==> src/rtl/irq_pkg.sv <==
// Shared types and constants for the machine-mode interrupt controller.
// The timer source is compiled in only when IRQ_TIMER_EN is defined.
package irq_pkg;

  typedef enum logic [2:0] {
    ST_IDLE     = 3'd0,
    ST_WFI_WAIT = 3'd1,
    ST_TAKE     = 3'd2,
    ST_HANDLER  = 3'd3,
    ST_RET      = 3'd4
  } irq_state_e;

  typedef enum logic {
    SRC_EXT = 1'b0,
    SRC_TMR = 1'b1
  } irq_src_e;

  // CSR bit positions feeding the enable inputs
  localparam int unsigned MSTATUS_MIE_BIT = 3;
  localparam int unsigned MIE_MTIE_BIT    = 7;
  localparam int unsigned MIE_MEIE_BIT    = 11;

endpackage

==> src/rtl/irq_sync.sv <==
// Two-flop synchronizer bringing the asynchronous external interrupt level
// into the clk domain; both flops clear on rst.
module irq_sync (
  input  logic clk,
  input  logic rst,
  input  logic d,
  output logic q
);

  logic meta;

  always_ff @(posedge clk or posedge rst) begin
    if (rst) begin
      meta <= 1'b0;
      q    <= 1'b0;
    end else begin
      meta <= d;
      q    <= meta;
    end
  end

endmodule

==> src/rtl/irq_ctrl.sv <==
// Machine-mode interrupt controller: trap entry/return sequencing, WFI wait.
// Define IRQ_TIMER_EN to enable the timer interrupt source; default is external only.
module irq_ctrl
  import irq_pkg::*;
(
  input  logic        clk,
  input  logic        rst,
  input  logic        ext_irq_i,
  input  logic        timer_irq_i,
  input  logic        mstatus_mie_i,
  input  logic        mie_meie_i,
  input  logic        mie_mtie_i,
  input  logic [31:0] mtvec_i,
  input  logic [31:0] mepc_i,
  input  logic        mret_i,
  input  logic        wfi_i,
  input  logic        stall_i,
  output logic        intr_ex_o,
  output logic        intr_t_o,
  output logic        intr_end_ex_o,
  output logic        intr_end_t_o,
  output logic        redirect_o,
  output logic [31:0] redirect_pc_o,
  output logic        flush_o,
  output logic        wfi_stall_o,
  output irq_state_e  dbg_state_o
);

  irq_state_e state, state_d;
  irq_src_e   src, src_d;
  logic       ext_s, ext_pend, tmr_pend, take, src_is_tmr;
  logic       unused_bits;

  irq_sync u_sync (
    .clk (clk),
    .rst (rst),
    .d   (ext_irq_i),
    .q   (ext_s)
  );

  assign ext_pend = ext_s & mie_meie_i;

`ifdef IRQ_TIMER_EN
  assign tmr_pend    = timer_irq_i & mie_mtie_i;
  assign src_is_tmr  = (src == SRC_TMR);
  assign unused_bits = ^mtvec_i[1:0];
`else
  assign tmr_pend    = 1'b0;
  assign src_is_tmr  = 1'b0;
  assign unused_bits = ^{mtvec_i[1:0], timer_irq_i, mie_mtie_i};
`endif

  assign take        = mstatus_mie_i & (ext_pend | tmr_pend);
  assign dbg_state_o = state;

  always_ff @(posedge clk or posedge rst) begin
    if (rst) begin
      state <= ST_IDLE;
      src   <= SRC_EXT;
    end else begin
      state <= state_d;
      src   <= src_d;
    end
  end

  always_comb begin
    state_d = state;
    src_d   = src;
    unique case (state)
      ST_IDLE: begin
        if (take && !stall_i) begin
          state_d = ST_TAKE;
          src_d   = ext_pend ? SRC_EXT : SRC_TMR;
        end else if (wfi_i && !stall_i) begin
          state_d = ST_WFI_WAIT;
        end
      end
      // Any enabled pending line wakes the core; the global enable only
      // decides whether the wakeup also enters the trap.
      ST_WFI_WAIT: begin
        if (ext_pend || tmr_pend) begin
          if (take) begin
            state_d = ST_TAKE;
            src_d   = ext_pend ? SRC_EXT : SRC_TMR;
          end else begin
            state_d = ST_IDLE;
          end
        end
      end
      ST_TAKE:    state_d = ST_HANDLER;
      ST_HANDLER: if (mret_i && !stall_i) state_d = ST_RET;
      ST_RET:     state_d = ST_IDLE;
      default:    state_d = ST_IDLE;
    endcase
  end

  always_comb begin
    intr_ex_o     = 1'b0;
    intr_t_o      = 1'b0;
    intr_end_ex_o = 1'b0;
    intr_end_t_o  = 1'b0;
    redirect_o    = 1'b0;
    flush_o       = 1'b0;
    redirect_pc_o = 32'h0;
    wfi_stall_o   = 1'b0;
    unique case (state)
      ST_TAKE: begin
        intr_ex_o     = !src_is_tmr;
        intr_t_o      = src_is_tmr;
        redirect_o    = 1'b1;
        flush_o       = 1'b1;
        redirect_pc_o = {mtvec_i[31:2], 2'b00};
      end
      ST_RET: begin
        intr_end_ex_o = !src_is_tmr;
        intr_end_t_o  = src_is_tmr;
        redirect_o    = 1'b1;
        flush_o       = 1'b1;
        redirect_pc_o = mepc_i;
      end
      ST_WFI_WAIT: wfi_stall_o = 1'b1;
      default: ;
    endcase
  end

endmodule
==> config.mk <==
export PLATFORM = sky130hd
export DESIGN_NAME = irq_ctrl
export DESIGN_NICKNAME = d
export VERILOG_FILES = /design/src/rtl/irq_pkg.sv /design/src/rtl/irq_sync.sv /design/src/rtl/irq_ctrl.sv
export SDC_FILE = /design/constraint.sdc
export NUM_CORES = 1
export LEC_CHECK = 0
export BUFFER_PORTS_ARGS = -buffer_cell sky130_fd_sc_hd__buf_2
export CAP_MARGIN = 20
export CORE_MARGIN = 4
export CORE_UTILIZATION = 26
export CTS_CLUSTER_DIAMETER = 30
export CTS_CLUSTER_SIZE = 40
export DETAILED_ROUTE_END_ITERATION = 12
export PLACE_DENSITY = 0.85
export SLEW_MARGIN = 5
export SYNTH_ARGS = -nofsm -noshare
export SYNTH_HDL_FRONTEND = slang
export SYNTH_SLANG_ARGS = --single-unit
==> constraint.sdc <==
create_clock -name clk -period 1.76 [get_ports clk]
set_clock_uncertainty 0.1 [all_clocks]
set_input_delay 0.176 -clock clk [delete_from_list [all_inputs] [get_ports clk]]
set_output_delay 0.176 -clock clk [all_outputs]
set_load 0.01 [all_outputs]
# --- After elaboration in Yosys (flattened, before gate mapping) ---
# Index checks and enable logic that the tools add are counted.
totals:
  reg_bits: 5
  latchBits: 0
  ramBits: 0
  rom_bits: 0
  inputBits: 74
  output_inout_bits: 42
  elab_cells: 30
  n_memories: 0
classes:
  n_addsub: 0
  n_mul: 0
  n_div: 0
  order_cmp: 0
  eq_ne: 7
  shift: 0
  n_mux: 11
  bitwise: 2
  reduce_logical: 7
ops:
  columns: ["operator", "count"]
  rows:
  - ["32-bit one-hot mux with 2 select lines", 1]
  - ["3-bit two-way mux", 4]
  - ["3-bit one-hot mux with 4 select lines", 1]
  - ["3-bit by 2-bit == test with 1-bit output (second input constant)", 2]
  - ["1-bit two-way mux", 4]
  - ["2-bit inequality test (second input constant)", 2]
  - ["3-bit by 1-bit == test with 1-bit output (second input constant)", 1]
  - ["3-bit == test (second input constant)", 1]
  - ["1-bit logical AND", 3]
  - ["3-bit logical NOT", 1]
  - ["3-bit inequality test (second input constant)", 1]
  - ["3-bit AND reduction", 1]
  - ["1-bit bitwise AND", 2]
  - ["2-bit two-way mux", 1]
  - ["2-bit OR reduction", 1]
  - ["1-bit logical NOT", 1]

# --- Longest topological paths before layout ---
# Gate-level depths: netlist of run 1.
depth:
  word_depth: 5
  mapped_depth: 4
  depth_no_buf: 3

# --- Cells and area by module ---
# A second synthesis of run 1 with hierarchy kept.
hier_totals:
  hier_cells: 66
  area_unflattened_um2: 629.4
by_module_without_submodules:
  columns: ["mod", "n_inst", "cells_each", "area_each_um2", "seq_area_each_um2"]
  rows:
  - ["irq_ctrl", 1, 63, 575.6, 75.1]
  - ["irq_sync", 1, 3, 53.8, 50.0]

# --- Worst setup path after synthesis of run 1 ---
# OpenSTA, ideal clock, no wires.
synth_timing:
  path_kind: "register to output"
  from: "reg state[1], in the netlist dbg_state_o[1]"
  to: "out redirect_pc_o[0]"
  t_arrival_ps: 1217
  required_ps: 1484
  setup_slack_ps: 267
  path_stages_with_launch: 5
  n_path_buf: 2
  cell_sequence: "dfrtp_1 buf_6 nor3b_4 buf_6 and2_1"
synth_between:
  elab_chain_cells: 2
  word_cells_on_any_way: 3
  classes_between: "eq/ne: 2; mux: 1"
synth_rtl:
  columns: ["element", "line_no", "source"]
  rows:
  - ["from (decl)", "irq_ctrl.sv:29", "irq_state_e state, state_d;"]
  - ["from (signal assigned)", "irq_ctrl.sv:61", "state <= state_d;"]
  - ["3-bit == test / 3-bit by 2-bit == test with 1-bit output (equally long branches)", "irq_ctrl.sv:106", "unique case (state)"]
  - ["32-bit one-hot mux with 2 select lines (*)", "irq_ctrl.sv:106", null]
  - ["to (decl)", "irq_ctrl.sv:23", "output logic [31:0] redirect_pc_o,"]
# Mark *: on every way between the ends. The rest lies on a longest branch, timed or not.

# --- Final worst setup path of run 1 ---
layout_timing:
  from: "reg state[0], in the netlist dbg_state_o[0]"
  to: "out redirect_pc_o[16]"
# Same word-level chain as after synthesis.

==> flow_summary.yaml, run 1 <==
final_layout:
  drive_gt1_frac: 0.697
  layout_common_cells: "buf_2 (109), a22o_1 (30)"
  antenna_cells: 0
  fin_util: 0.551
  final_common_cell: "buf_2"
  syn_to_final_growth_pct: 99.0
  final_nets: 253
  final_area_mm2: 0.00124
synthesis:
  ys_ff_latch: 5
  yosysSeqAreaShare: 0.200
  syn_avg_cell_area_um2: 9.32
  netlist_area_um2: 624
  synthCells: 67
  synthDistinctLibCells: 20
  yosys_warnings: 0
floorplan:
  io_pins: 116
  coreArea_mm2: 0.00225
  row_count: 17
  start_util: 0.277
  die_area_mm2: 0.00325
  die_h_um: 57.0
  die_w_um: 57.0
grt:
  grt_pass1_wl_um: 4120
  antenna_found_initial: 0
  gr-total-overflow: 0
  grt_max_degree: 26
  track_usage: 0.149
  grt_pass1_vias: 989
route:
  ant_nets: 0
  firstDrtPassIters: 4
  viasPerCell: 4.74
  routed_wl_um: 2610
  routedWlPerCell_um: 12.7
  drc: 0
  drt_iter0_markers: 58
  vias: 977
pwr:
  internal-power_uw: 683
  clkPwrFrac: 0.107
  p_seq_frac: 0.173
  ir_drop_mv: 0.719
  power_frac_comb: 0.720
  p_sw_uw: 506
  power.leakage_uw: 0.000767
  switching_share: 0.425
  power.density_mw_per_mm2: 957
placement:
  gp_congestion: 0.757
  dp_hpwl_um: 2270
  place_area_mm2: 0.00119
  io_buffers: 109
clock_network:
  root_buffer: "clkbuf_4"
  clock_sinks: 5
  clock_latency_ns: 0.23
  cts.clk_slew.worst_paths_ns: 0.04
  htree_levels: 1
  cts_tree: "built"
  clockBufferDepth: 2
  cts_made_buffers: 3
sta:
  slew_violations: 0
  setup-violations-final: 0
  finalSetupTns_ns: 0
  rsz0062_at_grt: "true"
  fmax_mhz: 580
  hold_slack_ns: 0.105
  period_minus_slack_ns: 1.73
  hold_violations: 0
  fin_crit_sh: 0.980
worst_hold_path:
  min_to: "dbg_state_o[2]$_DFFE_PP0P_"
  holdPathStages: 3
  holdCritStartpoint: "mret_i"
  hold_class: "input pin to flop"
worst_setup_path:
  path_max_fanout: 25
  cp_data_arrival_time_ns: 1.45
  regToRegSetupSlack_ns: 0.32
  criticalPathCategory: "flop to output pin"
  critPathRequiredTime_ns: 1.48
  end_kind: "output pin"
  regToRegEndpoint: "dbg_state_o[0]$_DFFE_PP0P_"
  r2r.worst_path.cells: 4
  timing.rr.start: "dbg_state_o[1]$_DFFE_PP0P_"
  cp-start-kind: "flop"
job:
  cap_violations: 0
status:
  outcome: "finished, final reports clean"
-- cell type report --
type | instances | area [um^2]
clock buffers | 4 | 26.3
fillers | 207 | 1010
inverters | 3 | 11.3
multi-input cells | 50 | 409
flip-flops and latches | 5 | 129
well taps | 28 | 35.0
repair buffers | 116 | 632
-- power by group through the flow --
stage	Sequential (uW)	Combinational (uW)	Clock, uW
finish	206	857	127
global route	216	933	138
CTS	204	866	132
detailed placement	203	860	0
global placement	200	853	0
floorplan	199	516	0
-- worst max-delay path, cell delays in order (launching register included) --
cell     delay, ns
dfrtp_2       0.47
nor3b_4       0.26
buf_12        0.19
a22o_1        0.16
buf_2         0.13
-- cell usage after synthesis --
library cell / number / area (um^2)
buf_2: 3 / 15.0
nand3b_2: 1 / 11.3
dfrtp_1: 5 / 125
buf_4: 3 / 22.5
a22o_1: 30 / 263
nor3_1: 1 / 5.00
nor4b_1: 1 / 8.76
nand2_1: 1 / 3.75
and2_1: 2 / 12.5
conb_1: 1 / 3.75
a211oi_1: 1 / 7.51
a41oi_1: 1 / 8.76
buf_6: 4 / 45.0
o21ai_0: 1 / 5.00
nor3b_4: 2 / 37.5
or2_2: 1 / 6.26
inv_1: 3 / 11.3
nand2b_1: 2 / 12.5
nor2_1: 3 / 11.3
a2111oi_0: 1 / 8.76
-- metrics by stage --
step	std cells	power [uW]	worst slack, ns
after floorplan	68	715	0.267
after global placement	200	1050	0.232
after detailed placement	200	1060	0.224
after CTS	206	1200	0.00573
after global routing	206	1290	-0.0538
final	206	1190	0.0345
-- logic make-up (layout without fill, tap and decap cells) --
group / after synthesis / count (layout) / share of synthesized area
DFF: 5 / 5 / 0.200
other: 1 / 2 / 0.00601
and+or+nand+nor: 14 / 14 / 0.174
AOI/OAI and AO/OA: 34 / 34 / 0.469
buffers and inverters: 13 / 123 / 0.150
-- state kept, by name (all words and copies together) (netlist names) --
name / flops
dbg_state_o: 3
u_sync.meta: 1
u_sync.q: 1
-- routing by layer --
metal / wire length (um) / vias to the layer above / track usage / share of wire
met3: 335 / 0 / 0.0362 / 0.13
met5: 0 / - / 0 / 0
met4: 0 / 0 / 0.0199 / 0
met2: 1400 / 72 / 0.302 / 0.54
li1: - / 482 / - / -
met1: 874 / 423 / 0.156 / 0.33
-- worst max-delay path by stage --
stage / cells after the start / end / start / slack [ns]
after floorplan: 4 / redirect_pc_o[0] / dbg_state_o[1]$_DFFE_PP0P_ / 0.27
after global placement: 4 / redirect_pc_o[16] / dbg_state_o[0]$_DFFE_PP0P_ / 0.23
after detailed placement: 4 / redirect_pc_o[16] / dbg_state_o[0]$_DFFE_PP0P_ / 0.22
after CTS: 4 / redirect_pc_o[16] / dbg_state_o[0]$_DFFE_PP0P_ / 0.006
after global routing: 4 / redirect_pc_o[20] / dbg_state_o[0]$_DFFE_PP0P_ / -0.05
final: 4 / redirect_pc_o[16] / dbg_state_o[0]$_DFFE_PP0P_ / 0.03
-- what timing repair did --
action	CTS	global route
endpoints found under the hold margin	6	0
buffers inserted	0	0
gates resized for setup	2	2
hold buffers	2	0
endpoints found under the setup margin	22	32
(Power assumes the default switching activity.)
==> run 2, diff against run 1 <==
--- a/config.mk
+++ b/config.mk
@@ -15,3 +15,3 @@
 export PLACE_DENSITY = 0.85
-export SLEW_MARGIN = 5
+export SLEW_MARGIN = 10
 export SYNTH_ARGS = -nofsm -noshare
==> constraint.sdc (replaced) <==
create_clock -name clk -period 1.76 [get_ports clk]
set_clock_uncertainty 0.1 [all_clocks]
set_input_delay 0.088 -clock clk [delete_from_list [all_inputs] [get_ports clk]]
set_output_delay 0.088 -clock clk [all_outputs]
set_load 0.01 [all_outputs]
==> run 2 against run 1 <==
  * Wire length grew 3.4%
  * Critical path type unchanged
  * Final cell count decreased by 0.49%
  * Fmax up 1.2%
  * Critical endpoint is now flush_o
  * Register-to-register slack better by 0.05 ns
  * Die area is the same
  * Worst hold slack worse by 0.078 ns
  * Highest routed layer unchanged
  * Clock-buffer cell count stayed put
  * Sequential share of layout area up 0.078 points
==> flow_summary.yaml, run 2 (synthesis gave the netlist of run 1 again) <==
clock_network:
  htree_levels: 1
  clock_latency_ns: 0.24
  root_buffer: "clkbuf_4"
  cts_tree: "built"
  cts_made_buffers: 3
  clock_sinks: 5
  clockBufferDepth: 2
  cts.clk_slew.worst_paths_ns: 0.04
route:
  wl_met3_um: 390
  drt-met1-wl_um: 911
  ant_nets: 0
  firstDrtPassIters: 4
  vias: 995
  viasPerCell: 4.85
  top_layer: "met3"
  drt_iter0_markers: 61
  dr_wl_met2_um: 1400
  routedWlPerCell_um: 13.2
  drc: 0
  routed_wl_um: 2700
placement:
  dp_cells: 199
  gp_congestion: 0.811
  place_area_mm2: 0.00117
  io_buffers: 109
grt:
  grt_max_degree: 26
  track_usage: 0.152
  gr-total-overflow: 0
  grt_pass1_wl_um: 4150
  grt_pass1_vias: 979
  antenna_found_initial: 0
floorplan:
  die_w_um: 57.0
  io_pins: 116
  die_area_mm2: 0.00325
  start_util: 0.277
  coreArea_mm2: 0.00225
  row_count: 17
  die_h_um: 57.0
worst_hold_path:
  hold_class: "input pin to flop"
  holdCritStartpoint: "mret_i"
final_layout:
  fin_cells: 205
  fillers: 221
  final_area_mm2: 0.00122
  largest_register_ffs: 3
  drive_gt1_frac: 0.689
  final_nets: 252
  syn_to_final_growth_pct: 95.6
  fin_util: 0.542
  antenna_cells: 0
  layout_common_cells: "buf_2 (109), a22o_1 (30)"
  register_area_um2: 128
  final_common_cell: "buf_2"
  multiInputGateArea_um2: 409
worst_setup_path:
  path_max_fanout: 25
  cp-start-kind: "flop"
  critical-path-max-stage-delay_ns: 0.47
  cp_slowest_cell: "dfrtp_2"
  cp_data_arrival_time_ns: 1.52
  timing.rr.start: "dbg_state_o[1]$_DFFE_PP0P_"
  crit_family: "simple AND/OR/NAND/NOR gates"
  worstPathCellList: "nor3b_4 -> buf_12 -> or2_2 -> buf_2"
  cp-startpoint: "dbg_state_o[1]$_DFFE_PP0P_"
  critPathRequiredTime_ns: 1.57
  end_kind: "output pin"
  cp_num_buf_inv: 2
  criticalPathCategory: "flop to output pin"
sta:
  hold_violations: 0
  finalSetupTns_ns: 0
  period_minus_slack_ns: 1.71
  fin_crit_sh: 0.969
  slew_violations: 0
  setup-violations-final: 0
  fmax_mhz: 586
  rsz0062_at_grt: "false"
pwr:
  p_seq_frac: 0.190
  ir_drop_mv: 0.777
  power.leakage_uw: 0.000760
  switching_share: 0.434
  power.density_mw_per_mm2: 958
  power_frac_comb: 0.700
  clkPwrFrac: 0.110
  p_sw_uw: 507
  internal-power_uw: 663
job:
  cap_violations: 0
status:
  outcome: "finished, final reports clean"
[run 2: worst paths after layout]
check	slack (ns)	endpoint	cells after the start
worst max-delay path	0.05	flush_o	4
worst min register to register	0.24	u_sync.q$_DFF_PP0_	0
worst max register to register	0.37	dbg_state_o[0]$_DFFE_PP0P_	3
max in group asynchronous	1.17	dbg_state_o[2]$_DFFE_PP0P_	3
worst min-delay path	0.03	dbg_state_o[2]$_DFFE_PP0P_	3
min in group asynchronous	0.21	u_sync.q$_DFF_PP0_	3
[run 2: what timing repair did]
item | in CTS | in global routing
buffers inserted | 0 | 0
endpoints found under the setup margin | 8 | 21
hold buffers | 2 | 0
resized for setup | 1 | 2
endpoints found under the hold margin | 6 | 0
[run 2: area by class of cell]
class                      count  area share
clock buffer                   4      0.0215
multi-input combinational     50       0.335
timing repair buffer         115       0.501
sequential                     5       0.105
inverter                       3     0.00922
tap                           28      0.0287
[run 2: power by group through the flow]
stage	Sequential [uW]	Combinational, uW	Clock, uW
final	223	819	129
after CTS	222	825	135
after detailed placement	221	819	0
after global routing	231	893	140
after floorplan	199	516	0
after global placement	219	814	0
[run 2: per-stage QoR]
| step | hold slack [ns] | setup WS, ns | power [uW] |
|---|---|---|---|
| floorplan | -0.233 | 0.355 | 715 |
| global placement | -0.115 | 0.259 | 1030 |
| detailed placement | -0.109 | 0.247 | 1040 |
| CTS | 0.0199 | 0.0296 | 1180 |
| global route | 0.0297 | 0.00377 | 1260 |
| finish | 0.0266 | 0.0543 | 1170 |
[run 2: tightest hold or removal path: stages]
cell and delay (ns):
buf_2 0.10, nand3b_2 0.09, nor2_1 0.05
[run 2: layer usage]
metal	up-vias	track usage
li1	482	-
met1	438	0.163
met2	75	0.285
met3	0	0.0588
met4	0	0.0199
met5	-	0
